--- config.mk ---
export PLATFORM = sky130hd
export DESIGN_NAME = gmii_rx_deframer
export DESIGN_NICKNAME = d
export VERILOG_FILES = /design/src/rtl/eth_phy_pkg.sv /design/src/rtl/eth_sync_fifo.sv /design/src/rtl/gmii_rx_deframer.sv
export SDC_FILE = /design/constraint.sdc
export NUM_CORES = 1
export LEC_CHECK = 0
export ABC_AREA = 0
export CELL_PAD_IN_SITES_DETAIL_PLACEMENT = 1
export CELL_PAD_IN_SITES_GLOBAL_PLACEMENT = 1
export CORE_MARGIN = 2
export CORE_UTILIZATION = 52
export CTS_CLUSTER_DIAMETER = 40
export DETAILED_ROUTE_END_ITERATION = 16
export PLACE_DENSITY = 0.83
export SLEW_MARGIN = 20
export SYNTH_ARGS = -nofsm -noshare
export SYNTH_HDL_FRONTEND = slang
export SYNTH_SLANG_ARGS = --single-unit
--- constraint.sdc ---
create_clock -name clk_phy -period 3.5 [get_ports clk_phy]
set_clock_uncertainty 0.15 [all_clocks]
set_input_delay 0.35 -clock clk_phy [delete_from_list [all_inputs] [get_ports clk_phy]]
set_output_delay 0.35 -clock clk_phy [all_outputs]
set_load 0.05 [all_outputs]
--- src/rtl/eth_phy_pkg.sv ---
// eth_phy_pkg
//   Shared definitions for the GMII receive path: deframer state encoding,
//   GMII preamble/SFD byte values, default Ethernet length limits and the
//   layout of one stream FIFO entry.
package eth_phy_pkg;

   typedef enum logic [2:0] {
      ST_IDLE,
      ST_PREAMBLE,
      ST_DATA,
      ST_DROP,
      ST_TERM
   } gmii_rx_state_t;

   localparam logic [7:0] GMII_PREAMBLE = 8'h55;
   localparam logic [7:0] GMII_SFD      = 8'hD5;

   localparam int ETH_MIN_LEN = 64;
   localparam int ETH_MAX_LEN = 1518;

   // One stream entry as stored in the output FIFO.
   typedef struct packed {
      logic       bad;
      logic       last;
      logic [7:0] data;
   } rx_entry_t;

   localparam int RX_ENTRY_W = $bits(rx_entry_t);

endpackage

--- src/rtl/eth_sync_fifo.sv ---
// eth_sync_fifo
//   Single-clock FIFO. A read and a write may happen in the same cycle at
//   any level; a write while full is accepted only if a read frees the slot
//   in that same cycle, and a read while empty is ignored.
//   Ports:
//     clk, rst_n         clock, asynchronous active-low reset
//     wr_en, wr_data     write request / entry
//     rd_en, rd_data     read request / head entry (valid while !empty)
//     level, full, empty occupancy status
module eth_sync_fifo #(
   parameter int DEPTH = 16,
   parameter int WIDTH = 10
) (
   input  logic                     clk,
   input  logic                     rst_n,
   input  logic                     wr_en,
   input  logic [WIDTH-1:0]         wr_data,
   input  logic                     rd_en,
   output logic [WIDTH-1:0]         rd_data,
   output logic [$clog2(DEPTH):0]   level,
   output logic                     full,
   output logic                     empty
);

   localparam int AW = $clog2(DEPTH);

   logic [WIDTH-1:0] mem_q [DEPTH];
   logic [AW-1:0]    wr_ptr_q, wr_ptr_d;
   logic [AW-1:0]    rd_ptr_q, rd_ptr_d;
   logic [AW:0]      cnt_q, cnt_d;
   logic             rd_ok, wr_ok;

   assign empty   = (cnt_q == '0);
   assign full    = (cnt_q == (AW+1)'(DEPTH));
   assign level   = cnt_q;
   assign rd_data = mem_q[rd_ptr_q];

   // A write while full is legal only when the head leaves in the same cycle.
   assign rd_ok = rd_en & ~empty;
   assign wr_ok = wr_en & (~full | rd_ok);

   always_comb begin
      wr_ptr_d = wr_ptr_q;
      rd_ptr_d = rd_ptr_q;
      cnt_d    = cnt_q;
      if (wr_ok) wr_ptr_d = wr_ptr_q + 1'b1;
      if (rd_ok) rd_ptr_d = rd_ptr_q + 1'b1;
      if (wr_ok && !rd_ok) cnt_d = cnt_q + 1'b1;
      else if (!wr_ok && rd_ok) cnt_d = cnt_q - 1'b1;
   end

   always_ff @(posedge clk or negedge rst_n) begin
      if (!rst_n) begin
         wr_ptr_q <= '0;
         rd_ptr_q <= '0;
         cnt_q    <= '0;
      end else begin
         wr_ptr_q <= wr_ptr_d;
         rd_ptr_q <= rd_ptr_d;
         cnt_q    <= cnt_d;
      end
   end

   // Storage needs no reset: nothing is presented while the FIFO is empty.
   always_ff @(posedge clk) begin
      if (wr_ok) mem_q[wr_ptr_q] <= wr_data;
   end

endmodule

--- src/rtl/gmii_rx_deframer.sv ---
// gmii_rx_deframer
//   GMII receive deframer. Strips preamble/SFD, forwards frame bytes through
//   a one-byte holding register into an output FIFO, and marks the final
//   byte with last and a bad flag (GMII error, runt or oversize). If the
//   FIFO runs out of room mid-frame the rest of the frame is discarded and a
//   {0x00, last, bad} terminator closes it.
//   Ports:
//     clk_phy, rst_n_phy                 clock, asynchronous active-low reset
//     phy_rx_dv/err/data                 GMII receive bus
//     mac_rx_data/valid/last/bad/ready   byte stream toward the MAC
//     stat_frame_ok/err/drop             one-cycle frame outcome pulses
//     fifo_level                         output FIFO occupancy
module gmii_rx_deframer
   import eth_phy_pkg::*;
#(
   parameter int FIFO_DEPTH = 16,
   parameter int MIN_LEN    = ETH_MIN_LEN,
   parameter int MAX_LEN    = ETH_MAX_LEN
) (
   input  logic                          clk_phy,
   input  logic                          rst_n_phy,
   input  logic                          phy_rx_dv,
   input  logic                          phy_rx_err,
   input  logic [7:0]                    phy_rx_data,
   output logic [7:0]                    mac_rx_data,
   output logic                          mac_rx_valid,
   output logic                          mac_rx_last,
   output logic                          mac_rx_bad,
   input  logic                          mac_rx_ready,
   output logic                          stat_frame_ok,
   output logic                          stat_frame_err,
   output logic                          stat_frame_drop,
   output logic [$clog2(FIFO_DEPTH):0]   fifo_level
);

   localparam int LW = $clog2(FIFO_DEPTH) + 1;

   gmii_rx_state_t state_q, state_d;
   logic [7:0]     hold_data_q, hold_data_d;
   logic           hold_vld_q, hold_vld_d;
   logic [10:0]    len_q, len_d;
   logic           bad_q, bad_d;
   logic           stat_ok_q, stat_ok_d;
   logic           stat_err_q, stat_err_d;
   logic           stat_drop_q, stat_drop_d;

   logic           wr_en, rd_en, fifo_full, fifo_empty;
   rx_entry_t      wr_entry, rd_entry;
   logic           room_body, room_last, frame_bad, is_pre, is_sfd;
   logic [10:0]    len_inc;

   assign is_pre = (phy_rx_data == GMII_PREAMBLE);
   assign is_sfd = (phy_rx_data == GMII_SFD);

   // A non-final byte takes one slot and must still leave two free, so the
   // final entry (or overflow terminator) always has somewhere to go.
   assign room_body = (fifo_level <= LW'(FIFO_DEPTH - 3));
   assign room_last = ~fifo_full | rd_en;

   assign len_inc   = (len_q == 11'h7FF) ? len_q : len_q + 11'd1;
   assign frame_bad = bad_q | (len_q < 11'(MIN_LEN)) | (len_q > 11'(MAX_LEN));

   // ---------------- state register ----------------
   always_ff @(posedge clk_phy or negedge rst_n_phy) begin
      if (!rst_n_phy) state_q <= ST_DROP;
      else            state_q <= state_d;
   end

   // ---------------- next state ----------------
   always_comb begin
      state_d = state_q;
      unique case (state_q)
         ST_IDLE: begin
            if (phy_rx_dv) begin
               if (is_pre)      state_d = ST_PREAMBLE;
               else if (is_sfd) state_d = ST_DATA;
               else             state_d = ST_DROP;
            end
         end
         ST_PREAMBLE: begin
            if (!phy_rx_dv)                           state_d = ST_IDLE;
            else if (phy_rx_err || !(is_pre || is_sfd)) state_d = ST_DROP;
            else if (is_sfd)                          state_d = ST_DATA;
         end
         ST_DATA: begin
            if (!phy_rx_dv)
               state_d = (hold_vld_q && !room_last) ? ST_TERM : ST_IDLE;
            else if (hold_vld_q && !room_body)
               state_d = ST_TERM;
         end
         ST_DROP: begin
            if (!phy_rx_dv) state_d = ST_IDLE;
         end
         ST_TERM: begin
            if (room_last) state_d = phy_rx_dv ? ST_DROP : ST_IDLE;
         end
         default: state_d = ST_DROP;
      endcase
   end

   // ---------------- outputs / datapath ----------------
   always_comb begin
      hold_data_d = hold_data_q;
      hold_vld_d  = hold_vld_q;
      len_d       = len_q;
      bad_d       = bad_q;
      wr_en       = 1'b0;
      wr_entry    = '0;
      stat_ok_d   = 1'b0;
      stat_err_d  = 1'b0;
      stat_drop_d = 1'b0;
      unique case (state_q)
         ST_IDLE: begin
            if (phy_rx_dv) begin
               if (is_sfd) begin
                  hold_vld_d = 1'b0;
                  len_d      = '0;
                  bad_d      = 1'b0;
               end else if (!is_pre) begin
                  stat_drop_d = 1'b1;
               end
            end
         end
         ST_PREAMBLE: begin
            if (!phy_rx_dv || phy_rx_err || !(is_pre || is_sfd)) begin
               stat_drop_d = 1'b1;
            end else if (is_sfd) begin
               hold_vld_d = 1'b0;
               len_d      = '0;
               bad_d      = 1'b0;
            end
         end
         ST_DATA: begin
            if (phy_rx_dv) begin
               len_d = len_inc;
               bad_d = bad_q | phy_rx_err;
               if (!hold_vld_q) begin
                  hold_data_d = phy_rx_data;
                  hold_vld_d  = 1'b1;
               end else if (room_body) begin
                  wr_en       = 1'b1;
                  wr_entry    = '{bad: 1'b0, last: 1'b0, data: hold_data_q};
                  hold_data_d = phy_rx_data;
               end else begin
                  hold_vld_d = 1'b0;   // held and incoming byte are lost
               end
            end else if (hold_vld_q) begin
               hold_vld_d = 1'b0;
               if (room_last) begin
                  wr_en      = 1'b1;
                  wr_entry   = '{bad: frame_bad, last: 1'b1, data: hold_data_q};
                  stat_ok_d  = ~frame_bad;
                  stat_err_d = frame_bad;
               end
            end else begin
               stat_drop_d = 1'b1;     // SFD followed directly by end of frame
            end
         end
         ST_TERM: begin
            if (room_last) begin
               wr_en      = 1'b1;
               wr_entry   = '{bad: 1'b1, last: 1'b1, data: 8'h00};
               stat_err_d = 1'b1;
            end
         end
         default: ;
      endcase
   end

   always_ff @(posedge clk_phy or negedge rst_n_phy) begin
      if (!rst_n_phy) begin
         hold_data_q <= '0;
         hold_vld_q  <= 1'b0;
         len_q       <= '0;
         bad_q       <= 1'b0;
         stat_ok_q   <= 1'b0;
         stat_err_q  <= 1'b0;
         stat_drop_q <= 1'b0;
      end else begin
         hold_data_q <= hold_data_d;
         hold_vld_q  <= hold_vld_d;
         len_q       <= len_d;
         bad_q       <= bad_d;
         stat_ok_q   <= stat_ok_d;
         stat_err_q  <= stat_err_d;
         stat_drop_q <= stat_drop_d;
      end
   end

   eth_sync_fifo #(
      .DEPTH (FIFO_DEPTH),
      .WIDTH (RX_ENTRY_W)
   ) u_fifo (
      .clk     (clk_phy),
      .rst_n   (rst_n_phy),
      .wr_en   (wr_en),
      .wr_data (wr_entry),
      .rd_en   (rd_en),
      .rd_data (rd_entry),
      .level   (fifo_level),
      .full    (fifo_full),
      .empty   (fifo_empty)
   );

   assign mac_rx_valid = ~fifo_empty;
   assign rd_en        = mac_rx_valid & mac_rx_ready;
   // Stale storage is masked so the stream fields read 0 while empty.
   assign mac_rx_data  = mac_rx_valid ? rd_entry.data : 8'h00;
   assign mac_rx_last  = mac_rx_valid & rd_entry.last;
   assign mac_rx_bad   = mac_rx_valid & rd_entry.bad;

   assign stat_frame_ok   = stat_ok_q;
   assign stat_frame_err  = stat_err_q;
   assign stat_frame_drop = stat_drop_q;

endmodule

# --- Word level (Yosys, flattened, before mapping) ---
# Memory sizes are Yosys's and may differ from the RTL's.
# Cells that the tools add are included.
totals:
  register_bits: 40
  latch_bits: 0
  mem_bits_rw: 160
  mem_bits_ro: 0
  in_bits: 13
  n_memories: 1
classes:
  addsub: 5
  multipliers: 0
  div_mod_pow: 0
  n_lt_le_gt_ge: 3
  eq_ne: 17
  shift: 0
  mux: 65
  n_bitwise: 13
  n_reduce_logical: 23
memory_table:
  columns: ["name", "depth", "width", "rd", "rd_ports_with_merged_regs", "wr", "line", "source"]
  rows:
  - ["u_fifo.mem_q", 16, 10, 1, 0, 1, "eth_sync_fifo.sv:27", "logic [WIDTH-1:0] mem_q [DEPTH];"]
ops:
  columns: ["operator", "count"]
  rows:
  - ["11-bit 2-to-1 mux", 5]
  - ["10-bit 2-to-1 mux", 4]
  - ["8-bit 2-to-1 mux", 5]
  - ["11-bit one-hot mux with 3 select lines", 1]
  - ["1-bit 2-to-1 mux", 30]
  - ["3-bit 2-to-1 mux", 9]
  - ["10-bit one-hot mux with 2 select lines", 1]
  - ["3-bit one-hot mux with 5 select lines", 1]
  - ["2-bit != test, second input constant", 6]
  - ["11-bit by 1-bit adder with 11-bit output, second input constant", 1]
  - ["11-bit equality test, second input constant", 1]
  - ["11-bit > comparator, second input constant", 1]
  - ["11-bit by 7-bit less-than comparator with 1-bit output, second input constant", 1]
  - ["5-bit 2-to-1 mux", 2]
  - ["5-bit AND reduction", 2]
  - ["1-bit one-hot mux with 3 select lines", 3]
  - ["4-bit by 1-bit adder with 4-bit output, second input constant", 2]
  - ["8-bit by 7-bit equality test with 1-bit output, second input constant", 1]
  - ["8-bit equality test, second input constant", 1]
  - ["3-bit by 2-bit equality test with 1-bit output, second input constant", 2]
  - ["1-bit logical NOT", 6]
  - ["3-bit AND reduction", 2]
  - ["5-bit by 1-bit adder with 5-bit output, second input constant", 1]
  - ["1-bit AND", 5]
  - ["other kinds (19)", 33]

# --- Depth between registers and ports, before layout ---
# Gate-level depths: netlist of the first run.
logic_depth:
  ltp_word: 13
  depth_mapped: 12

# --- By module ---
# A second synthesis of the first run with hierarchy kept.
hier_totals:
  cells_unflattened: 558
  area_unflattened_um2: 8672.1
modules_own_cells:
  columns: ["module", "instances", "cells_each", "area_each_um2", "seq_area_each_um2"]
  rows:
  - ["eth_sync_fifo", 1, 378, 6919.1, 5129.9]
  - ["gmii_rx_deframer", 1, 180, 1752.9, 678.2]

# --- Worst setup path before layout of the first run ---
# No wires, ideal clock.
synth_path:
  path_type: "reg-to-reg"
  startpoint: "register u_fifo.cnt_q[1] (netlist: u_fifo.level[1])"
  endpoint: "register u_fifo.cnt_q[4] (netlist: u_fifo.level[4])"
  setup_time_ns: 0.083
  arrival_time_ns: 3.095
  t_required_ns: 3.267
  setup_slack_ns: 0.172
  stages_incl_launch_ff: 12
  n_path_buf: 0
  path_cell_list: "dfrtp_1 or4_4 nor2_1 a211oi_2 ha_1 inv_1 ha_1 nor2b_1 o21a_1 or3_1 a21oi_1 xor2_1"
synth_via:
  elab_chain_len: 12
  elab_cells_between_ends: 25
  cone_classes: "2 x add/sub; 1 x order compare; 1 x eq/ne; 8 x mux; 7 x bitwise; 6 x reduce/logical"
synth_lines:
  columns: ["item", "line", "source"]
  rows:
  - ["start: declaration", "eth_sync_fifo.sv:30", "logic [AW:0] cnt_q, cnt_d;"]
  - ["start signal: assignment", "eth_sync_fifo.sv:60", "cnt_q <= cnt_d;"]
  - ["branches (longest 8 deep; another with 5-bit by 4-bit <= comparator with 1-bit output)", null, null]
  - ["1-bit AND (*)", "eth_sync_fifo.sv:40", "assign wr_ok = wr_en & (~full | rd_ok);"]
  - ["net u_fifo.wr_ok", "eth_sync_fifo.sv:31", "logic rd_ok, wr_ok;"]
  - ["1-bit logical NOT", "eth_sync_fifo.sv:49", "else if (!wr_ok && rd_ok) cnt_d = cnt_q - 1'b1;"]
  - ["1-bit logical AND", "eth_sync_fifo.sv:49", null]
  - ["2-bit nonzero test (no line)", null, null]
# Mark *: on every way through the listed nets, which the timed path passes. The select of a mux whose other input is x is not followed.
# A chain may end at the register's enable or synchronous reset.

# --- Worst setup path in the final report of the first run ---
layout_path:
  startpoint: "register u_fifo.cnt_q[1] (netlist: u_fifo.level[1])"
  endpoint: "register u_fifo.cnt_q[4] (netlist: u_fifo.level[4])"
layout_via:
  elab_chain_len: 12
  elab_cells_between_ends: 25
  cone_classes: "2 x add/sub; 1 x order compare; 1 x eq/ne; 8 x mux; 7 x bitwise; 6 x reduce/logical"
layout_lines:
  columns: ["item"]
  rows:
  - ["branches (longest 12 deep; another with 5-bit by 4-bit <= comparator with 1-bit output)"]
# Parallel ways; which one is timed is not known. The select of a mux whose other input is x is not followed.

==> results of run 1 <==
[power by group through the flow]
| stage | Clock (µW) | Sequential, µW | Combinational [µW] |
|---|---|---|---|
| after floorplan | 0 | 3160 | 2160 |
| after global placement | 0 | 3200 | 2860 |
| after detailed placement | 0 | 3230 | 2980 |
| after CTS | 2080 | 3180 | 3000 |
| after global routing | 2170 | 3220 | 3170 |
| final | 2050 | 3190 | 2980 |
[layer usage]
layer / part of all wire / vias to the layer above / global-route usage / wire length [µm]
met3: 0.056 / 29 / 0.0548 / 1130
met4: 0.017 / 0 / 0.0870 / 348
met1: 0.40 / 2464 / 0.320 / 8100
met5: 0 / - / 0 / 0
li1: - / 2012 / - / -
met2: 0.53 / 165 / 0.417 / 10600
[stage by stage]
step           setup WS [ns]  hold slack [ns]
2_1_floorplan          0.172          -0.0956
3_3_place_gp           0.335            0.333
3_5_place_dp          0.0815            0.343
4_1_cts               0.0629            0.359
5_1_grt               0.0475            0.370
6_report               0.188            0.357
[cell families after synthesis]
logic type / count (synthesis) / share of synthesized area
and+or+nand+nor: 112 / 0.0692
xor gates and xnor gates: 18 / 0.0187
AOI/OAI and AO/OA: 52 / 0.0433
adders and majority gates: 11 / 0.0172
buffers and inverters: 33 / 0.0187
DFF: 200 / 0.688
muxes: 59 / 0.145
[flip-flops by register name (all words and copies together), names as in the netlist]
| register | flops |
|---|---|
| u_fifo.wr_ptr_q | 4 |
| stat_frame_err | 1 |
| bad_q | 1 |
| hold_data_q | 8 |
| hold_vld_q | 1 |
| stat_frame_ok | 1 |
| u_fifo.level | 5 |
| u_fifo.rd_ptr_q | 4 |
| stat_frame_drop | 1 |
| u_fifo.mem_q | 160 |
| state_q | 3 |
| len_q | 11 |
[cells in the final DEF, fill, tap and decap left out, drive strengths merged, types with 2 or more instances in the layout]
cell type,n
a21boi,4
nand4,5
nor4,2
and3b,2
and4,2
dfrtp,38
o21ai,10
nor2,32
dfstp,2
mux2,9
a21oi,11
nand2b,5
mux4,50
clkdlybuf4s50,20
xnor2,14
nand3,4
nand2,21
bufinv,2
nor2b,15
edfxtp,160
inv,20
nor3,6
a21o,3
o31ai,2
buf,41
ha,10
clkbuf,20
o21a,2
xor2,4
nor3b,2
a31oi,2
and2,10
a211oi,10
[worst register-to-register path, stage by stage (launching register included)]
cell,delay [ns]
dfrtp_2,0.47
or4_4,0.59
nor2_1,0.15
nor2b_1,0.14
inv_1,0.09
ha_1,0.23
inv_1,0.11
ha_1,0.34
nor2b_1,0.15
o21a_1,0.18
or3_1,0.33
a21oi_2,0.16
xor2_1,0.15
[area by class of cell]
| cell class | instances | share of cell area |
|---|---|---|
| Inverter | 12 | 0.00461 |
| Clock inverter | 12 | 0.0155 |
| Clock buffer | 20 | 0.0479 |
| Tap cell | 216 | 0.0277 |
| Multi-Input combinational cell | 252 | 0.254 |
| Timing Repair Buffer | 62 | 0.0553 |
| Sequential cell | 200 | 0.595 |
[what timing repair did]
action | CTS | global route
gates resized for setup | 0 | 3
setup endpoints to repair | 0 | 1
endpoints found under the hold margin | 38 | 0
hold buffers | 1 | 0
setup buffers | 0 | 0
[final timing paths]
check                                               to  slack (ns)  cells after the start
max                        u_fifo.level[4]$_DFFE_PN0P_        0.19                     12
min                         hold_data_q[1]$_DFFE_PN0P_        0.36                      1
max reg2reg                u_fifo.level[4]$_DFFE_PN0P_        0.19                     12
min reg2reg                 hold_data_q[1]$_DFFE_PN0P_        0.36                      1
max in group asynchronous  u_fifo.level[1]$_DFFE_PN0P_        2.06                      2
min in group asynchronous   hold_data_q[6]$_DFFE_PN0P_        0.48                      2
==> flow_metrics.env, run 1 <==
export IMPL_cp_num_buf_inv=2
export IMPL_clock_latency_ns=0.44
export IMPL_netlist_area_mm2=0.00845
export IMPL_syn_area_per_cell_um2=17.4
export IMPL_cts_tree="built"
export IMPL_internal_power_uw=5300
export IMPL_crit_path_start_kind="register"
export IMPL_hold_viol=0
export IMPL_vias=4670
export IMPL_routedWlPerCell_um=26.1
export IMPL_dr_pass1_iters=5
export IMPL_grtUsageTotal=0.248
export IMPL_chipWidth_um=131
export IMPL_grt_pass1_vias=5055
export IMPL_core_mm2=0.0159
export IMPL_worstPathCellList="or4_4, nor2_1, nor2b_1, inv_1, ha_1, inv_1, ha_1, nor2b_1, o21a_1, or3_1, a21oi_2, xor2_1"
export IMPL_outcome="finished, final reports clean"
export IMPL_async_flop_share=0.200
export IMPL_synth_fp_nets=509
export IMPL_tightestPinTransition_ns=0.969
export IMPL_port_buffers=31
export IMPL_synth_top_cell_area_share=0.569
export IMPL_area_growth_pct=15.7
export IMPL_multi_input_area_mm2=0.00249
export IMPL_layout_nets=569
export IMPL_p_clk_frac=0.249
export IMPL_crit_required_ns=3.71
export IMPL_synth_most_common_cell="edfxtp_1"
export IMPL_nFillCells=1428
export IMPL_root_buffer="clkbuf_16"
export IMPL_synthTopCellsByCount="edfxtp_1 (160), mux4_2 (50), dfrtp_1 (38)"
export IMPL_synth_edf_count=160
export IMPL_cts_sinks=200
export IMPL_rsz0062_at_grt="no"
export IMPL_ys_seq_elements=200
export IMPL_globalRouteOverflowTotal=0
export IMPL_finalNonFillerCells=774
export IMPL_finalCritPeriodShare=0.946
export IMPL_final_max_slew_violation_count=0
export IMPL_startpoint="u_fifo.level[1]$_DFFE_PN0P_"
export IMPL_fin_crit_ns=3.31
export IMPL_seq_area_frac_synth=0.688
export IMPL_grt_max_degree=44
export IMPL_grt_pass1_wl_um=30800
export IMPL_cellLeakagePower_uw=0.00346
export IMPL_first_iter_violations=420
export IMPL_worstHoldPathType="register to register"
export IMPL_dp_cells=741
export IMPL_fin_tns_setup_ns=0
export IMPL_p_seq_frac=0.388
export IMPL_dp_hpwl_um=13700
export IMPL_ioPinCount=32
export IMPL_critPathMaxFanout=7
export IMPL_power_frac_comb=0.362
export IMPL_p_per_area_mw_per_mm2=841
export IMPL_criticalPathCategory="register to register"
export IMPL_drc=0
export IMPL_maxSlewHeadroom=0.354
export IMPL_htree_levels=4
export IMPL_clkTransAtPathRegs_ns=0.08
export IMPL_min_from="hold_data_q[1]$_DFFE_PN0P_"
export IMPL_post_route_util=0.615
export IMPL_synth_cells=485
export IMPL_floorplan_initialDensity=0.532
export IMPL_ys_types=52
export IMPL_yosys_top_cells_area="edfxtp_1 (57%), mux4_2 (13%), dfrtp_1 (11%)"
export IMPL_crit_path_end_kind="register"
export IMPL_gp_congestion=0.914
export IMPL_fmax_ghz=0.302
export IMPL_r2r_start="u_fifo.level[1]$_DFFE_PN0P_"
export IMPL_cp_top_family="simple AND/OR/NAND/NOR gates"
export IMPL_clockBufferDepth=2
export IMPL_synth_top_area_cell="edfxtp_1"
export IMPL_max_vdd_ir_drop_uv=578
export IMPL_ys_flop_type="edfxtp_1"
export IMPL_num_antenna_cells=0
export IMPL_p_sw_uw=2910
export IMPL_antenna_found_initial=0
export IMPL_die_area_mm2=0.0173
export IMPL_viasPerCell=6.03
export IMPL_place_area_mm2=0.00914
export IMPL_rows=46
export IMPL_ys_warn_count=0
export IMPL_drive_gt1_frac=0.258
export IMPL_finalSetupViolCount=0
export IMPL_crit_arrival_ns=3.53
export IMPL_cts_inserted_buffers=17
export IMPL_slowest_delay_ns=0.59
export IMPL_postRouteWirelength_um=20200
export IMPL_final_antenna_net_count=0
export IMPL_regArea_mm2=0.00581
export IMPL_stdcell_area_mm2=0.00977
export IMPL_cap_violations=0
export IMPL_die_height_um=131
export IMPL_slowest_stage="or4_4"
export IMPL_total_power_uw=8220
export IMPL_swShare=0.355
No activity file was read; power rests on OpenSTA's default activity.
==> run 2: changes to the inputs <==
SLEW_MARGIN = default   (was 20)
==> results of run 2 <==
Same layout as run 1: the final DEF is identical, and so are final timing and power.
==> run 3: changes to the inputs <==
ABC_AREA = default   (was 0)
==> results of run 3 <==
Same layout as run 1: the final DEF is identical, and so are final timing and power.
